--- src/rtl/reg_arb_pkg.sv ---
// Shared types and helpers for the round-robin register write arbiter.
// Holds the FSM state encoding, default sizes and the pointer wrap helper.
package reg_arb_pkg;

    localparam int DEF_N_REQ  = 4;
    localparam int DEF_DATA_W = 7;

    typedef enum logic [1:0] {
        IDLE  = 2'd0,
        GRANT = 2'd1,
        ACK   = 2'd2
    } arb_state_e;

    function automatic int rr_next(input int idx, input int n);
        return (idx >= n - 1) ? 0 : idx + 1;
    endfunction

endpackage

--- src/rtl/shared_data_reg.sv ---
// Shared DATA_W-bit storage register written by the arbiter.
// Clears on reset, loads d when load is high, otherwise holds.
module shared_data_reg #(
    parameter int DATA_W = 7
) (
    input  logic              clk,
    input  logic              reset,
    input  logic              load,
    input  logic [DATA_W-1:0] d,
    output logic [DATA_W-1:0] q
);

    logic [DATA_W-1:0] q_q;
    logic [DATA_W-1:0] q_d;

    // next value: new data on a load, hold otherwise
    always_comb begin
        q_d = q_q;
        if (load) begin
            q_d = d;
        end
    end

    // storage flop
    always_ff @(posedge clk or posedge reset) begin
        if (reset) begin
            q_q <= '0;
        end else begin
            q_q <= q_d;
        end
    end

    assign q = q_q;

endmodule

--- src/rtl/reg_write_arbiter.sv ---
// Round-robin write arbiter in front of one shared data register.
// Define REG_ARB_PRIO0_EN to give requester 0 fixed top priority.
module reg_write_arbiter
    import reg_arb_pkg::*;
#(
    parameter  int N_REQ  = DEF_N_REQ,
    parameter  int DATA_W = DEF_DATA_W,
    localparam int ID_W   = $clog2(N_REQ)
) (
    input  logic                    clk,
    input  logic                    reset,
    input  logic [N_REQ-1:0]        req,
    input  logic [N_REQ*DATA_W-1:0] wdata,
    output logic [N_REQ-1:0]        ack,
    output logic [DATA_W-1:0]       q,
    output logic                    busy,
    output logic [ID_W-1:0]         grant_id
);

`ifdef REG_ARB_PRIO0_EN
    localparam bit PRIO0 = 1'b1;
`else
    localparam bit PRIO0 = 1'b0;
`endif

    arb_state_e        state_q;
    arb_state_e        state_d;
    logic [ID_W-1:0]   grant_id_q;
    logic [ID_W-1:0]   grant_id_d;
    logic [ID_W-1:0]   rr_q;
    logic [ID_W-1:0]   rr_d;
    logic [DATA_W-1:0] latch_q;
    logic [DATA_W-1:0] latch_d;

    logic              found;
    logic [ID_W-1:0]   winner;
    logic [DATA_W-1:0] wd_sel;
    logic              load;
    int                idx;

    // winner search: from rr pointer upward with wrap, first set bit wins
    always_comb begin
        found  = 1'b0;
        winner = '0;
        idx    = 0;
        if (PRIO0 && req[0]) begin
            found = 1'b1;
        end
        for (int k = 0; k < N_REQ; k++) begin
            idx = int'(rr_q) + k;
            if (idx >= N_REQ) begin
                idx = idx - N_REQ;
            end
            for (int i = 0; i < N_REQ; i++) begin
                if (!found && i == idx && req[i] &&
                    !(PRIO0 && i == 0)) begin
                    found  = 1'b1;
                    winner = ID_W'(i);
                end
            end
        end
    end

    // data slice of the selected requester
    always_comb begin
        wd_sel = '0;
        for (int i = 0; i < N_REQ; i++) begin
            if (winner == ID_W'(i)) begin
                wd_sel = wdata[i*DATA_W +: DATA_W];
            end
        end
    end

    // FSM next state, capture and pointer update
    always_comb begin
        state_d    = state_q;
        grant_id_d = grant_id_q;
        rr_d       = rr_q;
        latch_d    = latch_q;
        load       = 1'b0;
        unique case (state_q)
            IDLE: begin
                if (found) begin
                    grant_id_d = winner;
                    latch_d    = wd_sel;
                    state_d    = GRANT;
                end
            end
            GRANT: begin
                load    = 1'b1;
                state_d = ACK;
            end
            ACK: begin
                // a priority-0 grant leaves the rotation untouched
                if (!(PRIO0 && grant_id_q == '0)) begin
                    rr_d = ID_W'(rr_next(int'(grant_id_q), N_REQ));
                end
                state_d = IDLE;
            end
            default: begin
                state_d = IDLE;
            end
        endcase
    end

    // state, grant, pointer and data latch registers
    always_ff @(posedge clk or posedge reset) begin
        if (reset) begin
            state_q    <= IDLE;
            grant_id_q <= '0;
            rr_q       <= '0;
            latch_q    <= '0;
        end else begin
            state_q    <= state_d;
            grant_id_q <= grant_id_d;
            rr_q       <= rr_d;
            latch_q    <= latch_d;
        end
    end

    // one-hot ack to the granted requester during the ACK cycle
    always_comb begin
        ack = '0;
        if (state_q == ACK) begin
            ack = N_REQ'(1) << grant_id_q;
        end
    end

    assign busy     = (state_q != IDLE);
    assign grant_id = grant_id_q;

    shared_data_reg #(
        .DATA_W (DATA_W)
    ) u_data_reg (
        .clk   (clk),
        .reset (reset),
        .load  (load),
        .d     (latch_q),
        .q     (q)
    );

endmodule

--- config.mk ---
export PLATFORM = sky130hd
export DESIGN_NAME = reg_write_arbiter
export DESIGN_NICKNAME = d
export VERILOG_FILES = /design/src/rtl/reg_arb_pkg.sv /design/src/rtl/shared_data_reg.sv /design/src/rtl/reg_write_arbiter.sv
export SDC_FILE = /design/constraint.sdc
export NUM_CORES = 1
export LEC_CHECK = 0
export ABC_AREA = 1
export ABC_CLOCK_PERIOD_IN_PS = 2300
export CAP_MARGIN = 40
export CORE_MARGIN = 3
export CORE_UTILIZATION = 46
export CTS_CLUSTER_DIAMETER = 30
export DETAILED_ROUTE_END_ITERATION = 7
export GPL_TIMING_DRIVEN = 1
export PLACE_DENSITY = 0.88
export SYNTH_ARGS = -nofsm -noshare
export SYNTH_HDL_FRONTEND = slang
export SYNTH_SLANG_ARGS = --single-unit
--- constraint.sdc ---
create_clock -name clk -period 2.3 [get_ports clk]
set_input_delay 0.69 -clock clk [delete_from_list [all_inputs] [get_ports clk]]
set_output_delay 0.69 -clock clk [all_outputs]
set_load 0.005 [all_outputs]
; Word-level counts from Yosys, hierarchy flattened
; Cells that the tools add are included.
[word_totals]
ff_bits = 20
in_bits = 34
output_inout_bits = 14
wordCells = 135
[classes]
n_addsub = 8
magnitude_cmp = 5
n_eq_ne = 18
n_shift = 1
n_mux = 44
n_reduce_logical = 54
[op_table]
columns = operator, count
row1 = == test 3 x 32 -> 1 bit (first input constant), 8
row2 = == test 2 x 32 -> 1 bit (first input constant), 4
row3 = zero test 32 bit, 4
row4 = 2-to-1 mux 32 bit, 4
row5 = 2-to-1 mux 2 bit, 16
row6 = logical AND 1 bit, 31
row7 = 2-to-1 mux 7 bit, 4
row8 = 2-to-1 mux 1 bit, 18
row9 = zero test 1 bit, 15
row10 = subtractor 3 x 3 -> 4 bit (second input constant), 3
row11 = >= comparator 3 bit (second input constant), 3
row12 = adder 2 x 2 -> 3 bit (second input constant), 2
row13 = == test 2 bit (second input constant), 3
row14 = == test 2 x 1 -> 1 bit (second input constant), 2
row15 = zero test 2 bit, 2
row16 = 2-to-1 mux 4 bit, 1
row17 = case mux 2 bit (2 select lines), 1
row18 = left shift 1 x 2 -> 4 bit (first input constant), 1
row19 = subtractor 2 x 3 -> 4 bit (second input constant), 1
row20 = adder 2 x 1 -> 3 bit (second input constant), 1
row21 = >= comparator 2 x 3 -> 1 bit (second input constant), 1
row22 = adder 2 x 1 -> 2 bit (second input constant), 1
row23 = >= comparator 2 bit (second input constant), 1
row24 = != test 2 bit (second input constant), 1
row25 = 2 further kinds, 2

; Depth between registers and ports, before layout
; Gate-level depths: netlist (run 1).
[depth]
depth_word = 70
mapped_depth = 18
depth_no_buf = 17

; Hierarchy
; From an unflattened synthesis (run 1), not the netlist that was laid out.
[unflattened]
hier_cells = 223
hier_area_um2 = 1498.9
[by_module_without_submodules]
columns = module, instances, cells_each, area_each_um2, seq_area_each_um2
row1 = reg_write_arbiter, 1, 192, 1226.2, 325.3
row2 = shared_data_reg, 1, 31, 272.8, 175.2

; Worst setup path before layout (run 1)
; No wires, ideal clock.
[synth_path]
path_kind = in2reg
from = input req[3]
to = register latch_q[0]
setup_ns = 0.116
arrival_ns = 2.114
t_required_ns = 2.184
slack_ns = 0.070
cell_stages = 15
path_buffers = 1
path_cell_list = nand3_1 > nand2_1 > inv_2 > nand4_4 > nor2_4 > nand4_4 > nor3_4 > nand4_4 > nand2_1 > nand2_1 > buf_6 > o21ai_1 > inv_1 > nand2_1 > nand2_1
[synth_via]
elab_chain_len = 55
word_cells_on_any_way = 72
classes_between = 3 x eq/ne / 30 x mux / 39 x reduce/logical
[synth_lines]
columns = element, line_no
row1 = start: declaration, reg_write_arbiter.sv:12  ; input logic [N_REQ-1:0] req,
row2 = logical AND 1 bit, reg_write_arbiter.sv:55  ; if (!found && i == idx && req[i] &&
row3 = 2-to-1 mux 1 bit, reg_write_arbiter.sv:55
row4 = zero test 1 bit, reg_write_arbiter.sv:55
row5 = logical AND 1 bit (2 in series), reg_write_arbiter.sv:55
row6 = 2-to-1 mux 1 bit, reg_write_arbiter.sv:55
row7 = zero test 1 bit, reg_write_arbiter.sv:55
row8 = logical AND 1 bit (2 in series), reg_write_arbiter.sv:55
row9 = 2-to-1 mux 1 bit, reg_write_arbiter.sv:55
row10 = (+32 left out), --
row11 = zero test 1 bit, reg_write_arbiter.sv:55
row12 = logical AND 1 bit (2 in series), reg_write_arbiter.sv:55
row13 = 2-to-1 mux 1 bit, reg_write_arbiter.sv:55
row14 = zero test 1 bit, reg_write_arbiter.sv:55
row15 = logical AND 1 bit (2 in series), reg_write_arbiter.sv:55
row16 = 2-to-1 mux 2 bit, reg_write_arbiter.sv:55
row17 = zero test 2 bit, reg_write_arbiter.sv:68  ; if (winner == ID_W'(i)) begin
row18 = 2-to-1 mux 7 bit (4 in series), reg_write_arbiter.sv:68
row19 = end signal: assignment, reg_write_arbiter.sv:117  ; latch_q <= latch_d;
row20 = end: declaration, reg_write_arbiter.sv:32  ; logic [DATA_W-1:0] latch_q;
; Parallel ways exist; a longest one is shown, timed or not.
; A chain may end at the register's enable or synchronous reset.

; Worst setup path in the final report (run 1)
[layout_path]
from = register rr_q[0]
to = register latch_q[5]
[layout_via]
elab_chain_len = 70
word_cells_on_any_way = 117
classes_between = 7 x add/sub / 4 x order compare / 15 x eq/ne / 39 x mux / 52 x reduce/logical
[layout_lines]
columns = element, line_no
row1 = start: declaration, reg_write_arbiter.sv:30  ; logic [ID_W-1:0] rr_q;
row2 = start signal: assignment, reg_write_arbiter.sv:116  ; rr_q <= rr_d;
row3 = subtractor 2 x 3 -> 4 bit / >= comparator 2 x 3 -> 1 bit (equally long branches), "reg_write_arbiter.sv:52, reg_write_arbiter.sv:51"
row4 = 2-to-1 mux 32 bit, reg_write_arbiter.sv:51  ; if (idx >= N_REQ) begin
row5 = zero test 32 bit, reg_write_arbiter.sv:55
row6 = logical AND 1 bit, reg_write_arbiter.sv:55
row7 = 2-to-1 mux 1 bit, reg_write_arbiter.sv:55
row8 = zero test 1 bit, reg_write_arbiter.sv:55
row9 = logical AND 1 bit (2 in series), reg_write_arbiter.sv:55
row10 = 2-to-1 mux 1 bit, reg_write_arbiter.sv:55
row11 = (+48 left out), --
row12 = zero test 1 bit, reg_write_arbiter.sv:55
row13 = logical AND 1 bit (2 in series), reg_write_arbiter.sv:55
row14 = 2-to-1 mux 1 bit, reg_write_arbiter.sv:55
row15 = zero test 1 bit, reg_write_arbiter.sv:55
row16 = logical AND 1 bit (2 in series), reg_write_arbiter.sv:55
row17 = 2-to-1 mux 2 bit, reg_write_arbiter.sv:55
row18 = zero test 2 bit, reg_write_arbiter.sv:68
row19 = 2-to-1 mux 7 bit (4 in series), reg_write_arbiter.sv:68
; Parallel ways exist; a longest one is shown, timed or not.

==> results.md, run 1 <==
* DRC Markers at 0
* Failing checks: setup timing
* Post-route insts no fill at 335
* DRT iter0 DRCs at 164
* Design area at 2427 um^2
* Total power at 3.452 mW
* Yosys cell types at 18
* Grt total ovfl at 0
* RSZ-0062 raised after global routing: yes
* Worst-Margin Slew at 0.5033 ns
* First-pass GRT wire length at 7238 um
* Critical path class: flop to flop
* Status: complete, but fails checks
* Worst-path clk slew at 0.10 ns
* Pins Over Slew Limit at 0
* Post-Synthesis Cells at 208
* Area grow syn2layout at 68.99%
* TritonRoute pass-1 iters at 7
* Peak VDD IR at 1.089 mV
* Util after Layout at 84.38%
* DP Cell Count at 309
* Hold Buf Count CTS at 0
* CP Cell Sequence: inv_4, nand2_2, buf_4, nor2_2, nor2_4, buf_4, nand2_1, o21ai_1, nor2_1, nand2_2, inv_2, nand2_4, buf_4, o21ai_1, nand3_1, nand2_1, nand2_1
* Initial core utilization at 49.93%
* Worst setup SP type: flop
* # nets final at 333
* Largest fanout on the critical path at 6
* Clk sinks at 20
* DP HPWL at 2883 um
* Max-cap violations at 0
* Drt via density at 5.779
* Die Span Y at 61.88 um
* Clock skew at 0.002084 ns
* Final setup violating endpoints at 8
* N_diodes at 0
* Core area at 2877 um^2
* Fmax achieved at 389.4 MHz
* GRT Resource Usage Total at 25.30%
* Clk_lat worst skew at 0.30 ns
* Share of the synthesized area in the top cell type at 34.84%
* Crit path time final at 2.568 ns
* Worst hold path class: flop to flop
* Fin. Hold Viols at 0
* Vias in the first global route at 1,632
* CTS tree: built
* Syn_area_per_cell at 6.906 um^2
* Max stage delay on crit path at 0.49 ns
* Die ar. at 3829 um^2
* Critical Path AT at 2.76 ns
* Ys Warns at 0
* Setup Total Neg Slack at -1.069 ns
* R2R Path End: latch_q[5]$_DFFE_PP0P_
* Register area share after synthesis at 34.84%
* Gpl congestion at 0.9045
* PortBufs at 47
* Io pins at 48
* Power per standard cell area at 1422 nW/um^2
* Area of the mapped netlist at 1436 um^2
* Leading area contributor after synthesis: dfrtp_1
* WHS Endpoint: u_data_reg.q[4]$_DFFE_PP0N_
* Total routed wirelength at 5498 um
* Leak at 1.241 nW
* Largest cells by area after synthesis: dfrtp_1, nand2_1, nand4_1
* Mapped Nets at 246
* Crit path required time at 2.49 ns
* Worst hold path depth at 2
* Via count at 1,936
* Crit Reg-Reg Startpoint: rr_q[0]$_DFFE_PP0P_
* Initial antenna violation count at 0
* Slowest CP cell: dfrtp_2
* Reg2Reg Setup Slack at -0.27 ns
* Reg2reg path depth at 17
* Post-route ant nets at 0
* Rows at 19
* Largest net degree at the start of global routing at 21
* Htree depth at 1
* Hold Startpoint: u_data_reg.q[4]$_DFFE_PP0N_
* Seq cells post-synth at 20
* Slew headroom at 66.33%
* DR WL/cell at 16.41 um
* Critical path endpoint category: flop
* Tcrit/Tclk final at 111.7%
* Fraction of layout cells with a size suffix above 1 at 29.35%
* Final Worst Setup Slack at -0.2683 ns
* Clk buf depth at 2
* CTS Root Cell: clkbuf_4
* Die width at 61.88 um
* CTS Buf Count at 3
* Area post-placement at 2058 um^2
## power breakdown
group          internal, mW  leakage, nW  switching, mW
sequential            0.529        0.247          0.132
clock                0.0611       0.0138         0.0975
combinational          1.13        0.981           1.51
total                  1.72         1.24           1.73
## critical path, delay by kind of cell, from the launching register on
family	cells	cell delay [ns]
flops	1	0.49
buf+inv	5	0.67
compound gates	2	0.22
simple gates	10	1.08
## how the worst max path moves through the flow
stage | depth (start not counted) | endpoint | from | slack [ns]
floorplan | 15 | latch_q[0]$_DFFE_PP0P_ | req[3] | 0.07
global placement | 17 | latch_q[1]$_DFFE_PP0P_ | req[2] | -0.49
detailed placement | 17 | latch_q[1]$_DFFE_PP0P_ | req[2] | -0.67
CTS | 14 | latch_q[4]$_DFFE_PP0P_ | rr_q[0]$_DFFE_PP0P_ | -0.02
global route | 17 | latch_q[5]$_DFFE_PP0P_ | rr_q[0]$_DFFE_PP0P_ | -0.33
finish | 17 | latch_q[5]$_DFFE_PP0P_ | rr_q[0]$_DFFE_PP0P_ | -0.27
## cells by family (layout without fill, tap and decap cells)
| logic type | count (synthesis) | in the layout | share of synthesized area (%) |
|---|---|---|---|
| buf+inv | 40 | 124 | 11.15 |
| flops | 20 | 20 | 34.84 |
| simple gates | 127 | 128 | 44.60 |
| compound gates | 17 | 17 | 5.923 |
| fa+ha+maj | 4 | 4 | 3.484 |
## stage by stage
step                hold WS (ns)  worst slack, ns
finish                    0.4781          -0.2683
global route              0.5100          -0.3304
CTS                       0.4809         -0.01914
detailed placement        0.4573          -0.6651
global placement          0.4529          -0.4859
floorplan                 0.4492          0.06977
## final cells by class
class	count	area, um^2
Multi-Input combinational cell	149	888.4
Timing Repair Buffer	86	824.5
Sequential cell	20	503.0
Fill cell	156	449.2
Inverter	35	136.4
Tap cell	42	52.55
Clock buffer	3	22.52
## cells in the mapped netlist
master    number
o21ai_1        9
nor2_1        28
buf_6          1
nor2_4         1
nand2_4        1
nand3_1       13
nand4_4        3
nand4_1       23
o21ai_0        8
inv_1         29
nand2_1       53
inv_2          6
clkbuf_1       2
nor3_4         1
dfrtp_1       20
buf_2          2
ha_1           4
nand2_2        4
## registers in the layout (all words and copies together), names as in the netlist
| register | flops |
|---|---|
| rr_q | 2 |
| grant_id | 2 |
| u_data_reg.q | 7 |
| state_q | 2 |
| latch_q | 7 |
## timing repair
action,4_1_cts,5_1_grt
setup endpoints to repair,12,13
gates cloned,3,0
pin swaps,15,17
gates resized for setup,35,25
setup buffers,11,10
## metal layers
| metal | track usage [%] | wire (um) | vias up |
|---|---|---|---|
| met5 | 0 | 0 | - |
| met4 | 12.42 | 325 | 0 |
| met3 | 3.512 | 554 | 50 |
| met2 | 41.70 | 2603 | 157 |
| met1 | 32.40 | 2014 | 878 |
| li1 | - | - | 851 |
## placed cells by master (no fill, tap or decap), types with 4 or more instances in the layout
cell type | synthesis | routed
nand3_1 | 13 | 10
nand4_1 | 23 | 23
nor2_2 | 0 | 5
nand2_1 | 53 | 48
o21ai_0 | 8 | 5
ha_1 | 4 | 4
inv_2 | 6 | 8
nand2_2 | 4 | 5
o21ai_1 | 9 | 9
clkdlybuf4s50_1 | 0 | 40
buf_4 | 0 | 32
dfrtp_1 | 20 | 18
inv_1 | 29 | 25
nand2_4 | 1 | 6
nor2_1 | 28 | 21
Note: power is estimated with default switching activity, not from simulation.
==> run 2: changes to the inputs <==
Settings changed: CTS_CLUSTER_DIAMETER 30 to not set, CTS_CLUSTER_SIZE set to 25.
==> results of run 2 <==
No change in the layout: final DEF, timing and power equal those of run 1.
==> run 3: changes to the inputs <==
Settings changed: CORE_ASPECT_RATIO set to 2.
==> results.md, run 3 (synthesis gave the netlist of run 1 again) <==
* # nets final at 325 (-2.4%)
* Area post-placement at 2043 um^2 (-0.73%)
* Die ar. at 3870 um^2 (+1.1%)
* TritonRoute pass-1 iters at 4 (-3)
* Final setup violating endpoints at 3 (-5)
* Slew headroom at 77.21% (+11 points)
* Total routed wirelength at 5196 um (-5.5%)
* Clk_lat worst skew at 0.26 ns (-0.04 ns)
* Max stage delay on crit path at 0.47 ns (-0.02 ns)
* Critical path class: flop to flop
* Largest delay share family, worst path: simple AND/OR/NAND/NOR gates
* Hold Startpoint: u_data_reg.q[2]$_DFFE_PP0N_
* CP Buf/Inv Count at 5 (unchanged)
* Htree depth at 1 (unchanged)
* Crit Reg-Reg Startpoint: rr_q[0]$_DFFE_PP0P_
* DRT iter0 DRCs at 53 (-68%)
* Largest net degree at the start of global routing at 21 (unchanged)
* Critical Path Most Common Cell: nand2_1
* CP Cell Sequence: inv_4, nand3_2, nand2_1, inv_2, buf_4, nand3_2, o21ai_0, nor2_1, o21ai_1, nor2_1, nand2_2, inv_2, nand2_4, nand2_4, buf_6, nand4_1, nand2_1, nand2_1
* Worst setup SP type: flop
* WHS Endpoint: u_data_reg.q[2]$_DFFE_PP0N_
* Largest fanout on the critical path at 5 (-1)
* Die Span Y at 85.03 um (+37%)
* Final Worst Setup Slack at -0.03806 ns (+0.2302 ns)
* Fraction of layout cells with a size suffix above 1 at 29.37% (about the same)
* Rows at 28 (+9)
* Reg2reg path depth at 18 (+1)
* Grt total ovfl at 0 (unchanged)
* Initial antenna violation count at 0 (unchanged)
* RSZ-0062 raised after global routing: yes
* Design area at 2392 um^2 (-1.4%)
* Fmax achieved at 427.7 MHz (+9.8%)
* Worst hold path class: flop to flop
* Fin. Hold Viols at 0 (unchanged)
* Worst-path clk slew at 0.07 ns (-0.03 ns)
* DP Cell Count at 297 (-3.9%)
* Status: complete, but fails checks
* Hold Buf Count CTS at 0 (unchanged)
* Pins Over Slew Limit at 0 (unchanged)
* First-pass GRT wire length at 7458 um (+3.0%)
* Via count at 1,765 (-8.8%)
* Io pins at 48 (unchanged)
* Worst hold path depth at 2 (unchanged)
* Drt via density at 5.585 (-3.4%)
* Critical Path AT at 2.48 ns (-0.28 ns)
* Most frequent cells in the layout: nand2_1, clkdlybuf4s50_1, inv_1
* PortBufs at 47 (unchanged)
* R2R Path End: latch_q[2]$_DFFE_PP0P_
* Power per standard cell area at 1491 nW/um^2 (+4.8%)
* Worst-Margin Slew at 0.3410 ns (-0.1623 ns)
* Reg2Reg Setup Slack at -0.04 ns (+0.23 ns)
* Util after Layout at 80.34% (-4.0 points)
* Vias in the first global route at 1,728 (+5.9%)
* Commonest non-fill, non-tap cell in the layout: nand2_1
* Crit path time final at 2.338 ns (-0.2302 ns)
* DR WL/cell at 16.44 um (+0.19%)
* Leak at 1.232 nW (-0.74%)
* Post-route insts no fill at 316 (-5.7%)
* Total power at 3.566 mW (+3.3%)
* N_diodes at 0 (unchanged)
* GRT Resource Usage Total at 25.46% (+0.16 points)
* Area grow syn2layout at 66.55%
* Die width at 45.52 um (-26%)
* Gpl congestion at 0.8160 (-9.8%)
* Clk sinks at 20 (unchanged)
* Clk buf depth at 2 (unchanged)
* Slowest CP cell: dfrtp_2
* Crit path required time at 2.45 ns (-0.04 ns)
* DP HPWL at 3258 um (+13%)
* Min Hold Slack at 0.4849 ns (+0.006788 ns)
* CTS Root Cell: clkbuf_8
* Peak VDD IR at 1.125 mV (+3.2%)
* Core area at 2978 um^2 (+3.5%)
* Initial core utilization at 48.24% (-1.7 points)
* CTS tree: built
* # fillers at 183 (+17%)
* Critical path endpoint category: flop
* Failing checks: setup timing
* CTS Buf Count at 3 (unchanged)
* Post-route ant nets at 0 (unchanged)
* DRC Markers at 0 (unchanged)
* Max-cap violations at 0 (unchanged)
* Clock skew at 0.001472 ns (-0.0006124 ns)
* Tcrit/Tclk final at 101.7% (-10 points)
==> run 3: worst max path at each step <==
stage | from | end | slack [ns] | cells past startpoint
finish | rr_q[0]$_DFFE_PP0P_ | latch_q[2]$_DFFE_PP0P_ | -0.04 | 18
global route | rr_q[1]$_DFFE_PP0P_ | latch_q[2]$_DFFE_PP0P_ | -0.15 | 18
CTS | req[3] | latch_q[0]$_DFFE_PP0P_ | 0.0008 | 14
detailed placement | req[2] | latch_q[2]$_DFFE_PP0P_ | -0.69 | 17
global placement | req[2] | latch_q[2]$_DFFE_PP0P_ | -0.62 | 17
floorplan | req[3] | latch_q[0]$_DFFE_PP0P_ | 0.07 | 15
==> run 3: worst register-to-register path: stages (launching register included) <==
cell and delay (ns):
dfrtp_2 0.47, inv_4 0.11, nand3_2 0.09, nand2_1 0.09, inv_2 0.06, buf_4 0.14
nand3_2 0.06, o21ai_0 0.09, nor2_1 0.10, o21ai_1 0.07, nor2_1 0.18, nand2_2 0.09
inv_2 0.11, nand2_4 0.09, nand2_4 0.11, buf_6 0.11, nand4_1 0.10, nand2_1 0.10
nand2_1 0.07
==> run 3: through the flow <==
stage / TNS, ns / setup slack [ns]
floorplan: 0 / 0.06977
global placement: -5.015 / -0.6150
detailed placement: -5.910 / -0.6893
CTS: 0 / 0.0007601
global route: -0.6103 / -0.1496
finish: -0.07421 / -0.03806
==> run 3: timing repair <==
action / in CTS / in global routing
resized for setup: 35 / 33
cloned: 1 / 2
pin swaps: 11 / 13
endpoints found under the setup margin: 14 / 12
buffers inserted: 8 / 4
==> run 3: layout make-up <==
type                       count  area (um^2)  area share [%]
clock inverter                 1        30.03           1.255
inverter                      35        136.4           5.701
clock buffer                   3        41.29           1.726
multi-input combinational    149        907.1           37.92
sequential                    20        503.0           21.03
tap                           30        37.54           1.569
timing repair buffer          78        737.0           30.81
==> run 3: per-layer routing <==
| layer | GRT usage, % | share of wire [%] | vias up |
|---|---|---|---|
| met5 | 0 | 0 | - |
| met4 | 12.00 | 3.9 | 0 |
| met3 | 2.123 | 4.4 | 19 |
| met2 | 46.62 | 60 | 72 |
| met1 | 26.92 | 32 | 842 |
| li1 | - | - | 832 |
==> run 3: report_power, final <==
part / total, mW / leakage (nW) / internal (mW) / switching, mW
clock: 0.350 / 0.0357 / 0.232 / 0.118
combinational: 2.55 / 0.949 / 1.09 / 1.46
sequential: 0.671 / 0.247 / 0.530 / 0.141
